<file path="src/rtl/riscv_pkg.sv">
// Shared RISC-V core definitions: memory access sizes and load/store unit types.
package riscv_pkg;

  localparam int unsigned XLEN = 32;

  localparam logic [2:0] LDST_B  = 3'd0;
  localparam logic [2:0] LDST_H  = 3'd1;
  localparam logic [2:0] LDST_W  = 3'd2;
  localparam logic [2:0] LDST_BU = 3'd4;
  localparam logic [2:0] LDST_HU = 3'd5;

  typedef enum logic [1:0] {IDLE, REQ, DONE, FAULT} lsu_state_t;
  typedef enum logic [1:0] {FLT_NONE, FLT_LMIS, FLT_SMIS, FLT_ACC} lsu_fault_e;

  function automatic logic lsu_size_legal(input logic [2:0] size);
    return size inside {LDST_B, LDST_H, LDST_W, LDST_BU, LDST_HU};
  endfunction

  // Unsigned variants share the alignment rule of their signed counterparts.
  function automatic logic lsu_misaligned(input logic [2:0] size, input logic [1:0] addr_lo);
    case (size[1:0])
      2'd1:    return addr_lo[0];
      2'd2:    return addr_lo != 2'b00;
      default: return 1'b0;
    endcase
  endfunction

endpackage

</file>
<file path="src/rtl/lsu_data_align.sv">
// Byte-enable / store-data replication and load-data extraction with extension.
module lsu_data_align
  import riscv_pkg::*;
(
  input  logic [2:0]      i_size,
  input  logic [1:0]      i_addr_lo,
  input  logic [XLEN-1:0] i_wd,
  input  logic [XLEN-1:0] i_rd,
  output logic [3:0]      o_be_c,
  output logic [XLEN-1:0] o_wd_c,
  output logic [XLEN-1:0] o_rd_c
);

  logic [7:0]  w_byte;
  logic [15:0] w_half;

  assign w_byte = 8'(i_rd >> {i_addr_lo, 3'b000});
  assign w_half = i_addr_lo[1] ? i_rd[31:16] : i_rd[15:0];

  // size[2] selects zero extension; it is ignored for byte lanes and store data.
  always_comb begin
    o_be_c = 4'b1111;
    o_wd_c = i_wd;
    o_rd_c = i_rd;
    case (i_size[1:0])
      2'd0: begin
        o_be_c = 4'b0001 << i_addr_lo;
        o_wd_c = {4{i_wd[7:0]}};
        o_rd_c = i_size[2] ? {24'b0, w_byte} : {{24{w_byte[7]}}, w_byte};
      end
      2'd1: begin
        o_be_c = 4'b0011 << {i_addr_lo[1], 1'b0};
        o_wd_c = {2{i_wd[15:0]}};
        o_rd_c = i_size[2] ? {16'b0, w_half} : {{16{w_half[15]}}, w_half};
      end
      default: ;
    endcase
  end

endmodule

</file>
<file path="src/rtl/riscv_lsu_ctrl.sv">
// Load/store controller: request/ready handshake to data memory with timeout,
// alignment checks, and formatted load return; stalls the core while busy.
module riscv_lsu_ctrl
  import riscv_pkg::*;
#(
  parameter int unsigned TIMEOUT_CYCLES = 16,
  parameter int unsigned CNT_W          = $clog2(TIMEOUT_CYCLES + 1)
) (
  input  logic        clk_i,
  input  logic        rst_ni,
  input  logic        core_req_i,
  input  logic        core_we_i,
  input  logic [2:0]  core_size_i,
  input  logic [31:0] core_addr_i,
  input  logic [31:0] core_wd_i,
  output logic [31:0] core_rd_o,
  output logic        core_stall_o,
  output logic        load_misalign_o,
  output logic        store_misalign_o,
  output logic        access_fault_o,
  output logic        mem_req_o,
  output logic        mem_we_o,
  output logic [3:0]  mem_be_o,
  output logic [31:0] mem_addr_o,
  output logic [31:0] mem_wd_o,
  input  logic [31:0] mem_rd_i,
  input  logic        mem_ready_i
);

  lsu_state_t       r_state, w_state_nxt;
  lsu_fault_e       r_fault, w_fault_nxt;
  logic             w_capture;
  logic             r_we;
  logic [2:0]       r_size;
  logic [31:0]      r_addr, r_wd, r_rd;
  logic [CNT_W-1:0] r_cnt;
  logic             w_in_req, w_timeout;
  logic [3:0]       w_be;
  logic [31:0]      w_wd, w_ld;

  assign w_in_req  = r_state == REQ;
  assign w_timeout = r_cnt == CNT_W'(TIMEOUT_CYCLES - 1);

  always_ff @(posedge clk_i) begin
    if (!rst_ni) begin
      r_state <= IDLE;
      r_fault <= FLT_NONE;
    end else begin
      r_state <= w_state_nxt;
      r_fault <= w_fault_nxt;
    end
  end

  always_comb begin
    w_state_nxt = r_state;
    w_fault_nxt = r_fault;
    w_capture   = 1'b0;
    case (r_state)
      IDLE: begin
        if (core_req_i) begin
          if (!lsu_size_legal(core_size_i)) begin
            w_state_nxt = FAULT;
            w_fault_nxt = FLT_ACC;
          end else if (lsu_misaligned(core_size_i, core_addr_i[1:0])) begin
            w_state_nxt = FAULT;
            w_fault_nxt = core_we_i ? FLT_SMIS : FLT_LMIS;
          end else begin
            w_state_nxt = REQ;
            w_capture   = 1'b1;
          end
        end
      end
      // A ready arriving on the final timeout cycle still completes the access.
      REQ: begin
        if (mem_ready_i) begin
          w_state_nxt = DONE;
        end else if (w_timeout) begin
          w_state_nxt = FAULT;
          w_fault_nxt = FLT_ACC;
        end
      end
      DONE:    w_state_nxt = IDLE;
      FAULT:   w_state_nxt = IDLE;
      default: w_state_nxt = IDLE;
    endcase
  end

  always_ff @(posedge clk_i) begin
    if (!rst_ni) begin
      r_we   <= 1'b0;
      r_size <= '0;
      r_addr <= '0;
      r_wd   <= '0;
      r_rd   <= '0;
      r_cnt  <= '0;
    end else begin
      if (w_capture) begin
        r_we   <= core_we_i;
        r_size <= core_size_i;
        r_addr <= core_addr_i;
        r_wd   <= core_wd_i;
        r_cnt  <= '0;
      end else if (w_in_req && !mem_ready_i && !w_timeout) begin
        r_cnt <= r_cnt + CNT_W'(1);
      end
      if (w_in_req && mem_ready_i) begin
        r_rd <= r_we ? 32'b0 : w_ld;
      end
    end
  end

  lsu_data_align u_align (
    .i_size    (r_size),
    .i_addr_lo (r_addr[1:0]),
    .i_wd      (r_wd),
    .i_rd      (mem_rd_i),
    .o_be_c    (w_be),
    .o_wd_c    (w_wd),
    .o_rd_c    (w_ld)
  );

  assign core_stall_o     = core_req_i & ((r_state == IDLE) | (r_state == REQ));
  assign core_rd_o        = r_rd;
  assign mem_req_o        = w_in_req;
  assign mem_we_o         = w_in_req & r_we;
  assign mem_be_o         = w_in_req ? w_be : 4'b0;
  assign mem_addr_o       = w_in_req ? {r_addr[31:2], 2'b00} : 32'b0;
  assign mem_wd_o         = w_in_req ? w_wd : 32'b0;
  assign load_misalign_o  = (r_state == FAULT) & (r_fault == FLT_LMIS);
  assign store_misalign_o = (r_state == FAULT) & (r_fault == FLT_SMIS);
  assign access_fault_o   = (r_state == FAULT) & (r_fault == FLT_ACC);

endmodule
</file>
<file path="config.mk">
export PLATFORM = sky130hd
export DESIGN_NAME = riscv_lsu_ctrl
export DESIGN_NICKNAME = d
export VERILOG_FILES = /design/src/rtl/riscv_pkg.sv /design/src/rtl/lsu_data_align.sv /design/src/rtl/riscv_lsu_ctrl.sv
export SDC_FILE = /design/constraint.sdc
export NUM_CORES = 1
export LEC_CHECK = 0
export ABC_AREA = 1
export CORE_MARGIN = 8
export CORE_UTILIZATION = 45
export DETAILED_ROUTE_END_ITERATION = 6
export GPL_ROUTABILITY_DRIVEN = 0
export GPL_TIMING_DRIVEN = 0
export PLACE_DENSITY = 0.78
export SETUP_SLACK_MARGIN = 0.1
export SYNTH_ARGS = -nofsm -noshare
export SYNTH_HDL_FRONTEND = slang
export SYNTH_HIERARCHICAL = 1
export SYNTH_SLANG_ARGS = --single-unit
</file>
<file path="constraint.sdc">
create_clock -name clk_i -period 2.4 [get_ports clk_i]
set_input_delay 0.72 -clock clk_i [delete_from_list [all_inputs] [get_ports clk_i]]
set_output_delay 0.72 -clock clk_i [all_outputs]
set_load 0.005 [all_outputs]
</file>
==> results.cfg, run 1 <==
[worst_setup_path]
worstSetupEndpointType = primary output
r2r_cells = 10
r2r_end = core_rd_o[29]
crit_type = reg2out
setup.worst_path.start_class = flop
critPathMaxFanout = 7
rrSetupSlack_ns = 0.71
worst_ep_arrival_time_ns = 1.67
cp.required_ns = 1.68
reg2reg_from = r_size[1]

[cells_and_area]
ff_latch_area_um2 = 2200
nFillCells = 1414
multi_input_area_um2 = 3350
area_growth_syn_to_layout_pct = 44.6
fin_nets = 1507
drive_above_1_share = 0.149

[clock_tree]
path_clk_slew_ns = 0.07
clk_path_buf_depth = 2
holdBufCountCts = 0
htree_levels = 3
clk_latency_ns = 0.36
cts_tree = done
clkSinkCount = 109
numCtsBuffers = 9
cts_root_buffer = clkbuf_16

[outcome]
outcome = completed

[pwr]
irDropWorstVdd_mv = 0.410
p_per_area_nw_per_um2 = 620
finalPower_mw = 6.08
power.leakage_nw = 5.09

[global_routing]
grt_pass1_vias = 7388
grt_pass1_wl_mm = 37.0
grt-ovfl-total = 0
antenna_found_initial = 4
track_usage = 0.236
grt_max_degree = 18

[yosys]
avgSynthCellArea_um2 = 5.87
syn_inst = 1156
yosys_most_used_dff = dfxtp_1
yosysWarnings = 6
synth_seq_area_share = 0.322
ys_types = 34
synth_edf_count = 0
synth-async-reset-ratio = 0
syn_area_um2 = 6780
ys_ff_latch = 109

[flow_run]
drv_cap = 0

[min_path]
min_path_cells = 2
holdCritStartpoint = core_rd_o[9]
whs_endpoint = core_rd_o[9]
min_path_type = reg2reg

[floorplanning]
start_util = 0.453
die_w_um = 139
fp-row-count = 45
core_um2 = 15000
die_h_um = 139
pin_count = 210
dieArea_um2 = 19300

[detailed_routing]
dr.pass1.iters = 7
via_count = 7725
drc = 0
wl_per_cell_um = 14.6
vias_per_cell = 4.85
drt_iter0_drc = 618
ant_nets = 0
wirelength_mm = 23.2

[timing]
slew_headroom = 0.638
fmax_mhz = 418
maxSlewViolCount = 0
setup_viol_count_final = 0
skew_ns = 0.00964
hold_violations = 0
period_needed_ns = 2.39
rsz0062_at_grt = yes
period_share = 0.996
worstMarginPinSlew_ns = 0.543
whs_ns = 0.463

[placement]
numPortBuffers = 205
dpl.hpwl_mm = 16.7
-- cell type report --
cell class                      count  area share
Antenna cell                        1    0.000255
Buffer                             78      0.0591
Clock buffer                       11      0.0258
Clock inverter                      5      0.0108
Inverter                          264       0.104
Multi-Input combinational cell    706       0.341
Sequential cell                   109       0.224
Tap cell                          188      0.0240
Timing Repair Buffer              230       0.211
-- cells by family (layout without fill, tap and decap cells) --
logic type / after synthesis / in the layout / synth area share
flip-flops: 109 / 109 / 0.322
adder cells (fa/ha/maj): 5 / 5 / 0.00923
XOR/XNOR: 3 / 3 / 0.00388
AO/OA/AOI/OAI: 45 / 45 / 0.0358
buffers and inverters: 342 / 588 / 0.211
AND/OR/NAND/NOR: 651 / 651 / 0.418
other: 1 / 3 / 0.000553
-- repair_timing --
action,4_1_cts,5_1_grt
buffers inserted,20,5
endpoints found under the setup margin,128,111
pin swaps,16,34
endpoints found under the hold margin,0,0
resized for setup,220,82
-- cell usage in the layout (no fill, tap or decap), types with 4 or more instances in the layout --
master,instances
nand2_1,309
inv_1,243
nor2_1,138
clkdlybuf4s50_1,131
dfxtp_1,104
nand3_1,78
nand4_1,68
buf_2,45
buf_4,39
dlygate4sd2_1,38
a21oi_1,37
buf_6,16
nand2_2,15
inv_2,14
buf_1,13
nor2_2,11
clkbuf_1,10
clkbuf_16,10
nand2_4,9
nand3_2,8
nor2_4,5
ha_1,5
buf_8,4
clkbuf_8,4
clkbuf_2,4
o21ai_1,4
-- synth_stat cells, types with 2 or more instances --
cell      count  area, um^2
buf_4        19         143
nand2_1     329        1230
nand3_2       2        20.0
buf_2        24         120
a21oi_1      38         190
dfxtp_1     109        2180
inv_1       255         957
nand3_1      84         420
nand2_4       2        22.5
clkinv_1      2        7.51
nand2_2       3        18.8
o21ai_0       4        20.0
buf_1        16        60.1
xor2_1        2        17.5
nor2_2        3        18.8
nand4_1      68         425
inv_2         5        18.8
clkbuf_1     14        52.6
and3_1        3        18.8
ha_1          5        62.6
nor2_4        3        33.8
nor2_1      148         556
buf_6         5        56.3
nor3_1        3        15.0
-- worst max-delay path by stage --
stage	startpoint	end	slack, ns	depth (start not counted)
after floorplan	core_size_i[0]	r_addr[28]	0.46	11
after global routing	r_size[1]	mem_wd_o[24]	-0.05	9
after detailed placement	core_size_i[1]	r_addr[28]	-0.41	11
after CTS	r_size[1]	mem_wd_o[25]	0.09	9
final	r_size[1]	mem_wd_o[24]	0.01	9
after global placement	core_size_i[1]	r_addr[18]	-0.33	11
-- report_power, final --
part           switching [mW]  internal [mW]
clock network           0.716           1.08
logic                    1.22          0.943
registers               0.127           1.99
-- sequential cells by signal, summed over array words and instances, names as in the netlist --
register   count
core_rd_o     32
r_addr        32
r_wd          32
r_cnt          5
r_size         3
r_fault        2
r_state        2
r_we           1
-- worst max-delay path, stage by stage, from the launching register on --
cell	delay, ns
dfxtp_2	0.33
buf_8	0.13
nor2_4	0.10
buf_6	0.16
buf_6	0.12
nand2_4	0.04
o211ai_1	0.11
inv_1	0.09
nor2_2	0.10
buf_2	0.14
-- layer usage --
| metal | track usage | vias to the layer above | wire, um |
|---|---|---|---|
| met5 | 0 | - | 35 |
| met4 | 0.0919 | 6 | 563 |
| met3 | 0.0623 | 50 | 2400 |
| met2 | 0.396 | 359 | 10800 |
| met1 | 0.283 | 3395 | 9430 |
| li1 | - | 3915 | - |
-- metrics by stage --
step	util	std cells	setup WS, ns	instance area, um^2	TNS, ns
after detailed placement	0.606	1550	-0.410	9070	-26.49
after CTS	0.645	1586	0.0882	9660	0
after global placement	0.606	1550	-0.333	9070	-22.24
after global routing	0.655	1592	-0.0512	9810	-0.0577
final	0.655	1592	0.0100	9810	0
after floorplan	-	1157	0.457	6790	0
Note: power is estimated with default switching activity, not from simulation.
==> run 2: changes to the inputs <==
--- a/config.mk
+++ b/config.mk
@@ -6,6 +6,7 @@
 export NUM_CORES = 1
 export LEC_CHECK = 0
 export ABC_AREA = 1
+export CORE_ASPECT_RATIO = 1.1
 export CORE_MARGIN = 8
 export CORE_UTILIZATION = 45
 export DETAILED_ROUTE_END_ITERATION = 6
==> constraint.sdc (replaced) <==
create_clock -name clk_i -period 3 [get_ports clk_i]
set_input_delay 0.9 -clock clk_i [delete_from_list [all_inputs] [get_ports clk_i]]
set_output_delay 0.9 -clock clk_i [all_outputs]
set_load 0.005 [all_outputs]
==> results.cfg, run 2 (synthesis gave the netlist of run 1 again) <==
[pwr]
finalPower_mw = 4.43
p_per_area_nw_per_um2 = 466
power.leakage_nw = 4.80
irDropWorstVdd_mv = 0.303

[cells_and_area]
final_common_cell = nand2_1
area_growth_syn_to_layout_pct = 40.2
final_core_util = 0.639
fin_nets = 1489
antenna_cells = 0
design_area_um2 = 9510
drive_above_1_share = 0.0758
layout_common_cells = nand2_1 (329), inv_1 (255), clkdlybuf4s50_1 (187)
layout.cells.non_filler = 1581

[timing]
worstMarginPinSlew_ns = 0.542
skew_ns = 0.00538
setup_tns_ns = 0
slew_headroom = 0.639
whs_ns = 0.464
rsz0062_at_grt = yes
fin_ws_ns = 0.149
fmax_mhz = 351
period_share = 0.950
hold_violations = 0
period_needed_ns = 2.85
setup_viol_count_final = 0
maxSlewViolCount = 0

[global_routing]
grt_use_met2 = 0.384
grt_max_degree = 19
grtUsageMet3 = 0.0518
grt-ovfl-total = 0
grt_use_met1 = 0.270
grt_busiest_layer = met2
antenna_found_initial = 1
track_usage = 0.229
grt_pass1_vias = 7094
grt_pass1_wl_mm = 35.3

[floorplanning]
dieArea_um2 = 19300
start_util = 0.456
die_w_um = 133
die_h_um = 145
fp-row-count = 47
core_um2 = 14900
pin_count = 210

[min_path]
min_path_type = reg2reg
min_path_cells = 2

[worst_setup_path]
crit_buf_inv = 5
path_cells = buf_8 > inv_8 > nand2_4 > inv_4 > nand2_1 > nand3_1 > inv_1 > nor2_1 > clkdlybuf4s50_1
cp.depth = 9
r2r_cells = 9
critPathMaxFanout = 9
cp_slowest_cell = clkdlybuf4s50_1
worst_ep_arrival_time_ns = 1.95
setup.worst_path.start_class = flop
slowest_delay_ns = 0.57
worstSetupEndpointType = primary output
critPathTopFamily = buffers and inverters
crit_type = reg2out
cp.required_ns = 2.10

[clock_tree]
numCtsBuffers = 9
path_clk_slew_ns = 0.07
cts_tree = done
holdBufCountCts = 0
clkSinkCount = 109
cts_root_buffer = clkbuf_16
clk_path_buf_depth = 2
htree_levels = 3
clk_latency_ns = 0.35

[placement]
post_dp_cell_area_um2 = 9080
placed_cells = 1558
dp_slack_ns = 0.0776
dpl.hpwl_mm = 17.1
numPortBuffers = 205

[detailed_routing]
drt_iter0_drc = 627
wirelength_mm = 22.1
wl_per_cell_um = 14.0
vias_per_cell = 4.76
dr.pass1.iters = 5
ant_nets = 0
via_count = 7532
drc = 0

[outcome]
outcome = completed

[flow_run]
drv_cap = 0
run 2: final timing paths:
| check | startpoint | endpoint | slack (ns) |
|---|---|---|---|
| worst max-delay path | r_size[1] | mem_wd_o[26] | 0.15 |
| worst min-delay path | core_rd_o[3] | core_rd_o[3] | 0.46 |
| worst max register to register | r_size[1] | core_rd_o[24] | 1.31 |
| worst min register to register | core_rd_o[3] | core_rd_o[3] | 0.46 |
run 2: layer usage:
metal | up-vias | wire length [um] | share of wire
met5 | - | 11 | 0.00050
met4 | 2 | 835 | 0.038
met2 | 286 | 10400 | 0.47
li1 | 3886 | - | -
met1 | 3305 | 9040 | 0.41
met3 | 53 | 1850 | 0.083
run 2: power breakdown:
part | total [mW] | internal (mW) | switching (mW)
registers | 1.68 | 1.59 | 0.0891
logic | 1.58 | 0.678 | 0.905
clock network | 1.17 | 0.593 | 0.576
run 2: worst reg2reg max path, cell delays in order (launching register included):
cell and delay [ns]:
dfxtp_2 0.34, buf_8 0.14, inv_8 0.09, nand2_4 0.07
inv_4 0.13, nand3_2 0.21, buf_2 0.27, nand3_1 0.13
nand3_1 0.09, a21oi_1 0.16
run 2: timing repair:
item | CTS | global route
buffers inserted | 5 | 2
endpoints found under the setup margin | 49 | 44
gates resized for setup | 23 | 19
pin swaps | 2 | 0
run 2: final cells by class:
class | count | area [um^2]
buffer | 78 | 478
clock buffer | 10 | 239
clock inverter | 6 | 43.8
fill | 1392 | 5370
inverter | 264 | 1010
multi-input combinational | 706 | 3170
sequential | 109 | 2190
tap | 196 | 245
timing repair buffer | 212 | 2140
==> run 3: changes to the inputs <==
--- a/config.mk
+++ b/config.mk
@@ -9,6 +9,7 @@
 export CORE_ASPECT_RATIO = 1.1
 export CORE_MARGIN = 8
 export CORE_UTILIZATION = 45
+export CTS_CLUSTER_SIZE = 14
 export DETAILED_ROUTE_END_ITERATION = 6
 export GPL_ROUTABILITY_DRIVEN = 0
 export GPL_TIMING_DRIVEN = 0
==> results of run 3 <==
Same layout as run 2: the final DEF is identical, and so are final timing and power.
